`src/rtl/hash_arbiter_2to1.sv`:
```
// Two-requester arbiter for the shared SHAKE core. Start pulses are queued, the core is granted
// round-robin for a full session, and all core handshakes are muxed to the owner.
module hash_arbiter_2to1 #(
   parameter int unsigned ADDR_W = 4,
   parameter int unsigned DATA_W = 32
) (
   input  logic                i_clk,
   input  logic                i_rst,
   input  logic [1:0]          i_req_hash_start,
   input  logic [63:0]         i_req_input_length,
   input  logic [63:0]         i_req_output_length,
   input  logic [2*DATA_W-1:0] i_req_hash_data_in,
   input  logic [1:0]          i_req_hash_data_out_ready,
   input  logic [1:0]          i_req_hash_force_done,
   output logic [ADDR_W-1:0]   o_req_hash_addr,
   output logic [1:0]          o_req_hash_rd_en,
   output logic [DATA_W-1:0]   o_req_hash_data_out,
   output logic [1:0]          o_req_hash_data_out_valid,
   output logic [1:0]          o_req_hash_force_done_ack,
   output logic [1:0]          o_grant,
   output logic                o_hash_start,
   output logic [31:0]         o_hash_input_length,
   output logic [31:0]         o_hash_output_length,
   input  logic [ADDR_W-1:0]   i_hash_addr,
   input  logic                i_hash_rd_en,
   output logic [DATA_W-1:0]   o_hash_data_in,
   input  logic [DATA_W-1:0]   i_hash_data_out,
   input  logic                i_hash_data_out_valid,
   output logic                o_hash_data_out_ready,
   output logic                o_hash_force_done,
   input  logic                i_hash_force_done_ack
);

   typedef enum logic [1:0] {StIdle, StStart, StBusy, StRelease} state_e;

   state_e      state_q, state_d;
   logic [1:0]  pending_q, pending_d;
   logic        g_q, g_d;
   logic        last_q, last_d;
   logic [31:0] len_in_q, len_in_d;
   logic [31:0] len_out_q, len_out_d;

   logic [1:0]  req;
   logic        gnt;
   logic        owned;
   logic        busy;
   logic [1:0]  sel;

   always_ff @(posedge i_clk) begin
      if (i_rst) begin
         state_q   <= StIdle;
         pending_q <= 2'b00;
         g_q       <= 1'b0;
         last_q    <= 1'b1;
         len_in_q  <= 32'd0;
         len_out_q <= 32'd0;
      end else begin
         state_q   <= state_d;
         pending_q <= pending_d;
         g_q       <= g_d;
         last_q    <= last_d;
         len_in_q  <= len_in_d;
         len_out_q <= len_out_d;
      end
   end

   always_comb begin
      state_d   = state_q;
      pending_d = pending_q | i_req_hash_start;
      g_d       = g_q;
      last_d    = last_q;
      len_in_d  = len_in_q;
      len_out_d = len_out_q;
      req       = pending_q | i_req_hash_start;
      // On a tie the requester not served last wins; otherwise the lone requester.
      gnt       = (req == 2'b11) ? ~last_q : req[1];
      unique case (state_q)
         StIdle: begin
            if (req != 2'b00) begin
               g_d            = gnt;
               len_in_d       = gnt ? i_req_input_length[63:32] : i_req_input_length[31:0];
               len_out_d      = gnt ? i_req_output_length[63:32] : i_req_output_length[31:0];
               pending_d[gnt] = 1'b0;
               state_d        = StStart;
            end
         end
         StStart: state_d = StBusy;
         StBusy: begin
            if (i_hash_force_done_ack) state_d = StRelease;
         end
         StRelease: begin
            last_d  = g_q;
            state_d = StIdle;
         end
         default: state_d = StIdle;
      endcase
   end

   always_comb begin
      owned = (state_q == StStart) || (state_q == StBusy);
      busy  = (state_q == StBusy);
      sel   = g_q ? 2'b10 : 2'b01;

      o_req_hash_addr      = i_hash_addr;
      o_req_hash_data_out  = i_hash_data_out;
      o_grant              = owned ? sel : 2'b00;
      o_hash_start         = (state_q == StStart);
      o_hash_input_length  = owned ? len_in_q : 32'd0;
      o_hash_output_length = owned ? len_out_q : 32'd0;

      o_req_hash_rd_en          = (busy && i_hash_rd_en) ? sel : 2'b00;
      o_req_hash_data_out_valid = (busy && i_hash_data_out_valid) ? sel : 2'b00;
      o_req_hash_force_done_ack = (busy && i_hash_force_done_ack) ? sel : 2'b00;
      o_hash_data_in            = '0;
      o_hash_data_out_ready     = 1'b0;
      o_hash_force_done         = 1'b0;
      if (busy) begin
         o_hash_data_in        = g_q ? i_req_hash_data_in[2*DATA_W-1:DATA_W]
                                     : i_req_hash_data_in[DATA_W-1:0];
         o_hash_data_out_ready = i_req_hash_data_out_ready[g_q];
         o_hash_force_done     = i_req_hash_force_done[g_q];
      end
   end

endmodule

```
`config.mk`:
```
export PLATFORM = sky130hd
export DESIGN_NAME = hash_arbiter_2to1
export DESIGN_NICKNAME = d
export VERILOG_FILES = /design/src/rtl/hash_arbiter_2to1.sv
export SDC_FILE = /design/constraint.sdc
export NUM_CORES = 1
export LEC_CHECK = 0
export CAP_MARGIN = 20
export CORE_AREA = 2 2 149 151
export DETAILED_ROUTE_END_ITERATION = 16
export DIE_AREA = 0 0 151 153
export PLACE_DENSITY = 0.68
export SKIP_CTS_REPAIR_TIMING = 1
export SYNTH_ARGS = -nofsm -noshare
export SYNTH_HDL_FRONTEND = slang
export SYNTH_SLANG_ARGS = --single-unit
```
`constraint.sdc`:
```
create_clock -name i_clk -period 1.54 [get_ports i_clk]
set_input_delay 0.231 -clock i_clk [delete_from_list [all_inputs] [get_ports i_clk]]
set_output_delay 0.231 -clock i_clk [all_outputs]
set_load 0.05 [all_outputs]
```
==> results by group <==
Floorplanning
  – Die width: 151 um
  – Io pins: 382
  – # rows: 54
  – Starting Density: 22.0%
  – Die area: 23100 um2
  – Chip Height: 153 um
  – Core area: 21500 um2

Layout
  – Area growth syn-to-layout: 117%
  – FILL cells: 1976
  – Final instance area: 10200 um2
  – Layout cells sized above 1: 35.4%
  – Nets: 1107
  – Diode count: 0

Global routing
  – First-pass GRT wire length: 29.9 mm
  – Gr busiest metal: met2
  – Initial antenna violation count: 0
  – Met1 Usage GRT: 17.7%
  – Largest net degree at the start of global routing: 47
  – Met2 Track Usage GR: 31.9%
  – Vias in the first global route: 5288
  – GRT overflow: 0
  – GRT Overall Usage: 16.7%
  – Grt met3 use: 4.30%

STA
  – Fin. Hold Viols: 0
  – Unrepaired setup endpoints after global routing: true
  – Final min period: 1.85 ns
  – FMAX: 540 MHz
  – WHS: 0.344 ns
  – Slew Viols, Final: 0
  – Setup TNS: -28.36 ns
  – Relative slew slack: 69.9%
  – Least-Margin Pin Slew: 0.451 ns
  – Final WS setup: -0.311 ns
  – Fin crit share: 120%
  – Setup violators final: 106
  – Clk_skew: 0.00830 ns

Clock tree
  – CTS buffer count: 9
  – Clock Latency Late Sink: 0.34 ns
  – CTS HTree Levels: 3
  – CTS tree: done
  – Clk root buf: clkbuf_16
  – Clock tree buffer depth: 2
  – Clock transition at path regs: 0.06 ns
  – CTS sink count: 70

Setup path
  – Crit Path Category: reg -> out
  – Max stage delay on crit path: 0.35 ns
  – Crit path required time: 1.31 ns
  – Crit path DAT: 1.62 ns
  – CP Launch Type: register
  – Slowest cell on the critical path: dfxtp_2
  – CP Cell Sequence: inv_4, ha_4, buf_8, clkbuf_16, and2_4, buf_12
  – Crit-path max FO: 5
  – Crit path capture type: output pin

Routing
  – Remaining DRCs: 0
  – DRT antenna net count: 0
  – Average routed wire per standard cell: 18.8 um
  – Final wirelength: 21.6 mm
  – DRT Pass-1 Iters: 4
  – Vias/cell: 4.84
  – Vias after detailed routing: 5554
  – DR iter-0 viols: 247

Logic synthesis
  – Synth area leaders: dfxtp_1, a311oi_1, and2_1
  – Ys Warns: 0
  – Unique masters post-synth: 26
  – Syn_nets: 842
  – Most common cell in the synthesized netlist: dfxtp_1
  – Mapped Area: 4730 um2
  – Leading cell types by count after synthesis: dfxtp_1, and2_1, nor2_1
  – Share of the synthesized area in the top cell type: 29.6%
  – Mean post-synth cell area: 7.91 um2
  – Synth Register Bits: 70
  – Ys flop type: dfxtp_1
  – Post-synth EDFFs: 0
  – Post-synth ARST share: 0%
  – Area leader, netlist: dfxtp_1
  – Post-synthesis sequential area ratio: 29.6%
  – Post-Synthesis Cells: 598

Place
  – I/O Buffers: 309
  – Post-DP HPWL: 15.3 mm
  – Area post-placement: 9480 um2
  – Routability cong.: 0.810

Min path
  – Min-Delay Path Class: in -> reg

Outcome
  – Failing checks: setup timing
  – Status: complete, but fails checks

Power
  – Power, Total: 19.2 mW
  – PwrDens: 1870 nW/um2
  – Peak supply drop: 0.000893 V
  – Leakage dissipation: 3.79 nW

Job
  – Max cap viols: 0
## final cells by class
| type | instances | area, um2 | area share (%) |
|---|---|---|---|
| clock buffer | 10 | 239 | 2.33 |
| inverter | 5 | 21.3 | 0.208 |
| multi-input combinational | 421 | 3250 | 31.7 |
| tap | 280 | 350 | 3.42 |
| clock inverter | 6 | 85.1 | 0.830 |
| timing repair buffer | 356 | 4900 | 47.8 |
| sequential | 70 | 1410 | 13.7 |
## logic make-up (layout without fill, tap and decap cells)
family / count (synthesis) / in the layout / synth area share [%]
adders and majority gates: 5 / 5 / 1.32
buffers and inverters: 107 / 377 / 12.4
DFF: 70 / 70 / 29.6
muxes: 35 / 35 / 7.41
AOI/OAI and AO/OA: 138 / 138 / 22.4
and+or+nand+nor: 243 / 243 / 26.9
## cells in the final DEF (no fill, tap or decap), types with 2 or more instances in the layout
cell type        instances
o21ai_1                  3
and3_1                   2
mux2i_1                 32
inv_1                    3
buf_12                 125
nor2_1                  66
nand2b_1                 2
clkinv_2                 2
clkbuf_16               16
a311oi_2                16
dfxtp_2                  3
clkdlybuf4s50_1        200
mux2i_2                  3
and2_4                  65
nand3_1                 64
and2_2                   3
nor2b_4                 35
clkinvlp_4               2
buf_4                   16
a311oi_1                49
buf_6                    3
bufinv_16                2
ha_1                     3
dfxtp_1                 67
a211oi_1                 2
buf_8                    3
o21ai_0                 61
## where the power goes
part | internal [mW] | leakage (nW) | switching, mW
logic | 6.86 | 3.05 | 6.87
clock network | 1.46 | 0.154 | 0.852
registers | 2.65 | 0.582 | 0.466
total | 11.0 | 3.79 | 8.19
## through the flow
stage,worst slack (ns),cells,utilization (%)
final,-0.311,1148,47.7
after CTS,-0.464,1129,45.6
after global placement,-0.327,1113,44.1
after global routing,-0.362,1148,47.7
after detailed placement,-0.347,1113,44.1
after floorplan,-0.0727,598,-
## critical path, delay by kind of cell (launching register included)
kind | cells | cell delay, ns
buffers and inverters | 4 | 0.48
flip-flops | 1 | 0.35
adder cells (fa/ha/maj) | 1 | 0.30
AND/OR/NAND/NOR | 1 | 0.14
## registers in the layout (all words and copies together) (netlist names)
signal,cells
len_in_q,32
len_out_q,32
pending_q,2
state_q,2
g_q,1
last_q,1
## final timing paths
kind,start,to,slack (ns),depth (start not counted)
hold / removal,i_rst,len_in_q[14],0.34,3
setup / recovery,state_q[0],o_hash_input_length[7],-0.31,6
hold reg to reg,len_in_q[9],len_in_q[9],0.49,2
setup reg to reg,pending_q[1],len_in_q[18],0.08,3
## per-layer routing
| metal | vias to the layer above | routed length, um |
|---|---|---|
| li1 | 2612 | - |
| met1 | 2635 | 8050 |
| met2 | 283 | 11600 |
| met3 | 24 | 1590 |
| met4 | 0 | 342 |
| met5 | - | 0 |
(Power assumes the default switching activity.)
